<file path="src/rtl/vc_pkg.sv">
// Shared victim-cache types: default widths, evict buffer entry layout, FSM states.
package vc_pkg;
    localparam int TAG_W = 44;
    localparam int IDX_W = 6;
    localparam int BLK_W = 512;

    typedef struct packed {
        logic             valid;
        logic [TAG_W-1:0] tag;
        logic [IDX_W-1:0] index;
        logic [BLK_W-1:0] data;
    } evict_entry_t;

    typedef enum logic [1:0] {IDLE, DRAIN, FLUSH, DONE} evb_state_t;
endpackage

</file>
<file path="src/rtl/evict_match.sv">
// Combinational {tag,index} compare against every buffered entry; one-hot result
// because coalescing keeps buffered keys unique.
module evict_match #(
    parameter int DEPTH = 4,
    parameter int TAG_W = 44,
    parameter int IDX_W = 6
) (
    input  logic [DEPTH-1:0]            valid,
    input  logic [DEPTH-1:0][TAG_W-1:0] tags,
    input  logic [DEPTH-1:0][IDX_W-1:0] indexes,
    input  logic [TAG_W-1:0]            key_tag,
    input  logic [IDX_W-1:0]            key_index,
    output logic [DEPTH-1:0]            match
);
    always_comb begin
        match = '0;
        for (int i = 0; i < DEPTH; i++) begin
            match[i] = valid[i] && (tags[i] == key_tag) && (indexes[i] == key_index);
        end
    end
endmodule

</file>
<file path="src/rtl/evict_buffer.sv">
// L1 eviction FIFO feeding the victim cache write port, with coalescing and flush.
// Define EVICT_FWD_EN to enable the registered lookup/forwarding probe.
module evict_buffer #(
    parameter int DEPTH = 4,
    parameter int TAG_W = vc_pkg::TAG_W,
    parameter int IDX_W = vc_pkg::IDX_W,
    parameter int BLK_W = vc_pkg::BLK_W
) (
    input  logic             clk,
    input  logic             reset,
    input  logic             evict_valid,
    input  logic [TAG_W-1:0] evict_tag,
    input  logic [IDX_W-1:0] evict_index,
    input  logic [BLK_W-1:0] evict_data,
    output logic             evict_ready,
    input  logic             vc_ready,
    output logic             vc_write_en,
    output logic [TAG_W-1:0] vc_tag,
    output logic [IDX_W-1:0] vc_index,
    output logic [BLK_W-1:0] vc_data,
    input  logic             flush_req,
    output logic             flush_done,
    input  logic             lookup_en,
    input  logic [TAG_W-1:0] lookup_tag,
    input  logic [IDX_W-1:0] lookup_index,
    output logic             fwd_hit,
    output logic [BLK_W-1:0] fwd_data
);
    import vc_pkg::*;

    localparam int PTR_W = $clog2(DEPTH);
    localparam int CNT_W = PTR_W + 1;
    localparam logic [CNT_W-1:0] FULL = CNT_W'(DEPTH);

    logic [DEPTH-1:0]            valid_q, valid_d;
    logic [DEPTH-1:0][TAG_W-1:0] tag_q, tag_d;
    logic [DEPTH-1:0][IDX_W-1:0] idx_q, idx_d;
    logic [DEPTH-1:0][BLK_W-1:0] data_q, data_d;
    logic [PTR_W-1:0]            head_q, head_d, tail_q, tail_d;
    logic [CNT_W-1:0]            count_q, count_d;
    evb_state_t                  state_q, state_d;
    logic                        flush_done_q, flush_done_d;

    logic [DEPTH-1:0] coal_match, head_mask, coal_vec;
    logic             pop, coal_hit, coal_wr, push_new;

    evict_match #(.DEPTH(DEPTH), .TAG_W(TAG_W), .IDX_W(IDX_W)) u_coal_match (
        .valid     (valid_q),
        .tags      (tag_q),
        .indexes   (idx_q),
        .key_tag   (evict_tag),
        .key_index (evict_index),
        .match     (coal_match)
    );

    // A head entry leaving this cycle cannot absorb a coalesce; the push becomes a fresh entry.
    always_comb begin
        pop         = (count_q != '0) && vc_ready && (state_q != IDLE);
        evict_ready = (count_q != FULL) && (state_q != FLUSH);
        head_mask   = '0;
        head_mask[head_q] = pop;
        coal_vec    = coal_match & ~head_mask;
        coal_hit    = |coal_vec;
        coal_wr     = evict_valid && coal_hit && (state_q != FLUSH);
        push_new    = evict_valid && evict_ready && !coal_hit;
    end

    always_comb begin
        valid_d = valid_q;
        tag_d   = tag_q;
        idx_d   = idx_q;
        data_d  = data_q;
        head_d  = head_q;
        tail_d  = tail_q;
        if (pop) begin
            valid_d[head_q] = 1'b0;
            head_d          = head_q + PTR_W'(1);
        end
        if (push_new) begin
            valid_d[tail_q] = 1'b1;
            tag_d[tail_q]   = evict_tag;
            idx_d[tail_q]   = evict_index;
            data_d[tail_q]  = evict_data;
            tail_d          = tail_q + PTR_W'(1);
        end
        for (int i = 0; i < DEPTH; i++) begin
            if (coal_wr && coal_vec[i]) begin
                data_d[i] = evict_data;
            end
        end
        count_d = count_q + CNT_W'(push_new) - CNT_W'(pop);
    end

    // A flush that finds nothing left to drain goes straight to DONE.
    always_comb begin
        state_d = state_q;
        case (state_q)
            IDLE: begin
                if (flush_req) state_d = (count_d != '0) ? FLUSH : DONE;
                else if (push_new) state_d = DRAIN;
            end
            DRAIN: begin
                if (flush_req) state_d = (count_d != '0) ? FLUSH : DONE;
                else if (count_d == '0) state_d = IDLE;
            end
            FLUSH: begin
                if (count_d == '0) state_d = DONE;
            end
            DONE: begin
                state_d = (count_d != '0) ? DRAIN : IDLE;
            end
            default: state_d = IDLE;
        endcase
        flush_done_d = (state_d == DONE);
    end

`ifdef EVICT_FWD_EN
    logic [DEPTH-1:0] fwd_vec;
    logic [BLK_W-1:0] fwd_sel;
    logic             fwd_hit_q, fwd_hit_d;
    logic [BLK_W-1:0] fwd_data_q, fwd_data_d;

    evict_match #(.DEPTH(DEPTH), .TAG_W(TAG_W), .IDX_W(IDX_W)) u_fwd_match (
        .valid     (valid_q),
        .tags      (tag_q),
        .indexes   (idx_q),
        .key_tag   (lookup_tag),
        .key_index (lookup_index),
        .match     (fwd_vec)
    );

    always_comb begin
        fwd_sel = '0;
        for (int i = 0; i < DEPTH; i++) begin
            if (fwd_vec[i]) fwd_sel |= data_q[i];
        end
        fwd_hit_d  = lookup_en && (|fwd_vec);
        fwd_data_d = lookup_en ? fwd_sel : '0;
    end

    always_ff @(posedge clk or posedge reset) begin
        if (reset) begin
            fwd_hit_q  <= 1'b0;
            fwd_data_q <= '0;
        end else begin
            fwd_hit_q  <= fwd_hit_d;
            fwd_data_q <= fwd_data_d;
        end
    end

    assign fwd_hit  = fwd_hit_q;
    assign fwd_data = fwd_data_q;
`else
    logic unused_lookup;
    assign unused_lookup = ^{lookup_en, lookup_tag, lookup_index};
    assign fwd_hit  = 1'b0;
    assign fwd_data = '0;
`endif

    always_ff @(posedge clk or posedge reset) begin
        if (reset) begin
            valid_q      <= '0;
            tag_q        <= '0;
            idx_q        <= '0;
            data_q       <= '0;
            head_q       <= '0;
            tail_q       <= '0;
            count_q      <= '0;
            state_q      <= IDLE;
            flush_done_q <= 1'b0;
        end else begin
            valid_q      <= valid_d;
            tag_q        <= tag_d;
            idx_q        <= idx_d;
            data_q       <= data_d;
            head_q       <= head_d;
            tail_q       <= tail_d;
            count_q      <= count_d;
            state_q      <= state_d;
            flush_done_q <= flush_done_d;
        end
    end

    assign vc_write_en = pop;
    assign vc_tag      = tag_q[head_q];
    assign vc_index    = idx_q[head_q];
    assign vc_data     = data_q[head_q];
    assign flush_done  = flush_done_q;
endmodule

</file>
<file path="config.mk">
export PLATFORM = sky130hd
export DESIGN_NAME = evict_buffer
export DESIGN_NICKNAME = d
export VERILOG_FILES = /design/src/rtl/vc_pkg.sv /design/src/rtl/evict_match.sv /design/src/rtl/evict_buffer.sv
export SDC_FILE = /design/constraint.sdc
export NUM_CORES = 2
export LEC_CHECK = 0
export CAP_MARGIN = 20
export CORE_AREA = 2 2 670 672
export DETAILED_ROUTE_END_ITERATION = 12
export DIE_AREA = 0 0 672 674
export GPL_ROUTABILITY_DRIVEN = 0
export HOLD_SLACK_MARGIN = 0.1
export SLEW_MARGIN = 25
export SYNTH_ARGS = -nofsm -noshare
export SYNTH_HDL_FRONTEND = slang
export SYNTH_SLANG_ARGS = --single-unit
</file>
<file path="constraint.sdc">
create_clock -name clk -period 88.1 [get_ports clk]
set_input_delay 17.62 -clock clk [delete_from_list [all_inputs] [get_ports clk]]
set_output_delay 17.62 -clock clk [all_outputs]
set_load 0.02 [all_outputs]
</file>
Yosys cells after proc, flatten, opt, wreduce, memory -nomap -nowiden
Index checks and enable logic that the tools add are counted.
{ "classes": {"n_eq_ne": 14, "n_addsub": 4, "bitwise_logic": 6, "magnitude_cmp": 4, "n_mux": 34, "reduce_logical": 32} }
{ "ops": {"columns": ["operator", "n"], "rows": [
  ["$mux 512", 6],
  ["$bwmux 2048", 1],
  ["$mux 2048", 1],
  ["$bmux 512 s2", 1],
  ["$demux 512 s2", 1],
  ["$bwmux 176", 1],
  ["$eq 44x44->1", 4],
  ["$bmux 44 s2", 1],
  ["$demux 44 s2", 1],
  ["$mux 44", 2],
  ["$bwmux 24", 1],
  ["$eq 6x6->1", 4],
  ["$logic_and 1x1->1", 21],
  ["$and 4x4->4", 3],
  ["$bmux 6 s2", 1],
  ["$demux 6 s2", 1],
  ["$mux 6", 2],
  ["$mux 2", 5],
  ["$reduce_bool 2->1", 5],
  ["$mux 4", 2],
  ["$not 4->4", 2],
  ["$pmux 2 s4", 1],
  ["$eq 2x2->1 const B", 3],
  ["$lt 2x3->1 const B", 2],
  ["15 further kinds", 22]
]} }
{ "word_totals": {"register_bits": 2262, "input_bits": 618, "wordCells": 112, "out_inout_bits": 1078} }

Longest topological paths before layout
{ "logic_depth": {"depth_word": 17, "mapped_depth": 23, "ltp_nobuf": 18} }

Modules after synthesis
From an unflattened synthesis, not the netlist that was laid out.
{ "hier_totals": {"cells_unflattened": 6325, "area_unflattened_um2": 103679.4} }
{ "by_module_without_submodules": {"columns": ["module", "cells_per_inst", "area_per_inst_um2", "instances", "seq_area_each_um2"], "rows": [
  ["evict_buffer", 6034, 101377.2, 1, 56604.3],
  ["evict_match", 291, 2302.2, 1, 0.0]
]} }

Least setup slack after synthesis
Ideal clock, no wire load.
{ "synth_path": {"kind": "input -> output", "start": "in vc_ready", "end": "out vc_write_en", "n_path_buf": 1, "arrival_ps": 17929, "required_time_ps": 70480, "stages": 2, "setup_slack_ps": 52551, "path_cell_list": "and3_1 -> buf_2"} }
{ "synth_via": {"elab_chain_len": 2} }
{ "synth_lines": {"columns": ["element", "line_no", "source"], "rows": [
  ["from (decl)", "evict_buffer.sv:16", "input logic vc_ready,"],
  ["$logic_and 1x1->1 (2 in series)", "evict_buffer.sv:58", "pop = (count_q != '0) && vc_ready && (state_q != IDLE);"],
  ["to (decl)", "evict_buffer.sv:17", "output logic vc_write_en,"]
]} }
No other way between the ends.

Worst setup path in the final report
Same ends and word-level chain as after synthesis.

==> results.py <==
metrics = {
    "detailed_routing": {
        "top_layer_used": "met5",
        "via_per_inst": 4.334,
        "wl_met2_mm": 169.2,
        "drc": 0,
        "wirelength_mm": 345.2,
        "dr_total_vias": 59420,
        "drt-pass1-iter-count": 5,
        "wl_per_cell_um": 25.18,
        "routed-wl-met3_mm": 24.00,
        "wl_met1_mm": 138.3,
        "drt_iter0_drc": 2876,
        "ant_nets": 0,
    },
    "timing": {
        "fin_crit_sh": 0.4197,
        "hold_slack_ps": 478.5,
        "finalSetupViolCount": 0,
        "clock_skew_ps": 59.02,
        "fmax_ghz": 0.02705,
        "setup-tns-final_ps": 0,
        "grt_setup_unrepaired": "no",
        "report.final.slew_viol_count": 0,
        "worst_pin_slew_ps": 1101,
        "hold_violations": 0,
        "period_needed_ps": 36980,
        "slew_headroom": 0.2658,
    },
    "clocking": {
        "post_cts_buffers": 0,
        "root_buffer": "clkbuf_16",
        "cts.sinks": 2262,
        "cts_repair_resize_count": 0,
        "clock_path_buffers": 4,
        "htreeDepth": 5,
        "clk_latency_ps": 910,
        "clkTransAtPathRegs_ps": 50,
        "hold_buffers": 0,
        "cts_tree": "built",
        "numCtsBuffers": 275,
    },
    "worst_setup_path": {
        "cp-start-kind": "primary input",
        "path_delay_family": "buffers and inverters",
        "crit_required_ps": 70480,
        "cp_num_cells": 3,
        "crit_top_cell": "clkdlybuf4s50_1",
        "cp_slowest_cell": "clkdlybuf4s50_1",
        "cp_max_fo": 6,
        "endpoint_kind": "primary output",
        "cp.arrival_ps": 19360,
        "crit_path_max_incr_delay_ps": 880,
        "critPathKind": "primary input to primary output",
        "ff2ff_path_depth": 15,
        "path_cells": "clkdlybuf4s50_1 > and3_1 > clkdlybuf4s50_1",
        "timing.critical_path.buf_inv": 2,
    },
    "yosys": {
        "synth_cell_type_count": 53,
        "ys_async_sr_fraction": 1.000,
        "synth.yosys.seq_area_share": 0.5417,
        "synth_ff_type": "dfrtp_1",
        "yosysWarnings": 0,
        "synth_area_leader_cell": "dfrtp_1",
        "syn_inst": 6420,
        "avgSynthCellArea_um2": 16.28,
        "synth_area_leaders": "dfrtp_1, mux2_1, mux4_2, mux2_2, buf_4",
        "synth-edff-count": 0,
        "synth_area_mm2": 0.1045,
        "synth-seq-cells": 2262,
        "synth.top_cell.area_share": 0.5417,
    },
    "floorplan": {
        "die_area_mm2": 0.4529,
        "ios": 1696,
        "initial_utilization": 0.2340,
        "die_w_um": 672,
        "die_y_um": 674,
        "core_mm2": 0.4466,
        "rows": 246,
    },
    "placed_design": {
        "place_inst": 13180,
        "place_hpwl_mm": 249.5,
        "portBuffers": 1131,
    },
    "global_route": {
        "grt_util_all_layers": 0.1477,
        "grt_pass1_wl_mm": 487.7,
        "grt_antenna_before_repair": 158,
        "grt_pass1_vias": 64060,
        "grt_max_degree": 169,
        "grt_overflow": 0,
    },
    "status": {
        "status": "completed",
    },
    "power_and_ir_drop": {
        "power_w": 0.005632,
        "p_leak_nw": 52.60,
        "power_density_mw_per_mm2": 43.87,
        "ir_worst_vdd_mv": 0.02819,
    },
    "finish": {
        "area_delta_synth_final_pct": 22.85,
        "fin_nets": 8133,
        "drive_above_1_share": 0.1915,
        "stdcell_count": 13710,
    },
    "job": {
        "maxCapViolations": 0,
    },
    "min_path": {
        "hp-class": "flop to flop",
        "hold_depth": 1,
    },
}
-- path summary, 6_finish.rpt --
check | startpoint | to | slack (ps)
hold reg to reg | data_q[272] | data_q[272] | 480
setup / recovery | vc_ready | vc_write_en | 51120
setup reg to reg | head_q[1] | data_q[823] | 79650
max in group asynchronous | reset | data_q[1890] | 63960
hold / removal | data_q[272] | data_q[272] | 480
min in group asynchronous | reset | data_q[489] | 17270
-- synth_stat cells, drive strengths merged, types with 3 or more instances --
| master | count |
|---|---|
| nor4 | 23 |
| xnor2 | 104 |
| mux4 | 562 |
| nor2b | 30 |
| nand3 | 4 |
| nand2 | 50 |
| inv | 23 |
| nand2b | 16 |
| clkbuf | 79 |
| a2111oi | 3 |
| dfrtp | 2262 |
| buf | 853 |
| ha | 10 |
| mux2 | 2209 |
| and3 | 4 |
| o21ai | 43 |
| a2111o | 7 |
| nand4 | 33 |
| xor2 | 63 |
| nor2 | 5 |
| o2111ai | 4 |
| nor3 | 6 |
-- cell usage in the layout, fill, tap and decap left out, types with 29 or more instances in the layout --
cell                n
dfrtp_1          2260
mux2_1           1824
clkdlybuf4s50_1  1131
mux4_2            562
conb_1            513
mux2_2            385
clkbuf_16         276
xnor2_1           104
clkbuf_1           67
buf_4              66
xor2_1             63
clkbuf_8           60
nand2_1            48
diode_2            46
o21ai_0            43
clkinv_2           32
nor2b_1            30
nand4_1            29
-- report_power, final --
| group | switching (W) | internal, W |
|---|---|---|
| combinational | 0.00138 | 0.00126 |
| sequential | 0.000284 | 0.00157 |
| clock | 0.000465 | 0.000676 |
| total | 0.00213 | 0.00351 |
-- registers in the layout, summed over array words and instances (netlist names) --
signal,count
valid_q,4
tag_q,176
data_q,2048
flush_done,1
state_q,2
idx_q,24
tail_q,2
count_q,3
head_q,2
-- cell type report --
cell class              count  area [µm²]
flip-flops and latches   2262       56610
fillers                 44390      318200
diodes                     46       115.1
clock inverters            82        1157
multi-input cells        3715       42630
well taps                5952        7447
repair buffers           1227       12330
clock buffers             403        7984
inverters                  23       93.84
-- worst register-to-register path: stages, from the launching register on --
cell and delay, ps:
dfrtp_4 690, buf_4 470, ha_1 320, o211ai_1 90, o21ai_0 180, nor4_1 480
nand4_1 370, and3_1 370, nand4_2 120, buf_4 780, o21a_4 850, buf_4 750
buf_4 740, buf_4 850, buf_4 820, mux2_1 460
-- kinds of logic (layout without fill, tap and decap cells) --
kind of cell               count (synthesis)  count (layout)  share of synthesized area
AOI/OAI and AO/OA                         77              77                   0.005088
xor gates and xnor gates                 167             167                    0.01400
adders and majority gates                 11              11                   0.001389
buffers and inverters                    955            1735                    0.06911
DFF                                     2262            2262                     0.5417
muxes                                   2771            2771                     0.3592
other                                      1             559                 0.00003588
and+or+nand+nor                          176             176                   0.009578
-- stage by stage --
stage / instance area (µm²) / setup WS (ps) / utilization
6_report: 128400 / 51120 / 0.2875
5_1_grt: 128300 / 51050 / 0.2873
4_1_cts: 128100 / 51140 / 0.2869
3_5_place_dp: 119000 / 51140 / 0.2664
3_3_place_gp: 118900 / 51140 / 0.2663
2_1_floorplan: 106400 / 6564 / -
-- layer usage --
layer | track usage | vias up
met5 | 0 | -
met4 | 0.05222 | 42
met3 | 0.04446 | 643
met2 | 0.2483 | 1720
met1 | 0.1790 | 32270
li1 | - | 24750
Power figures use the tool's default switching activity.
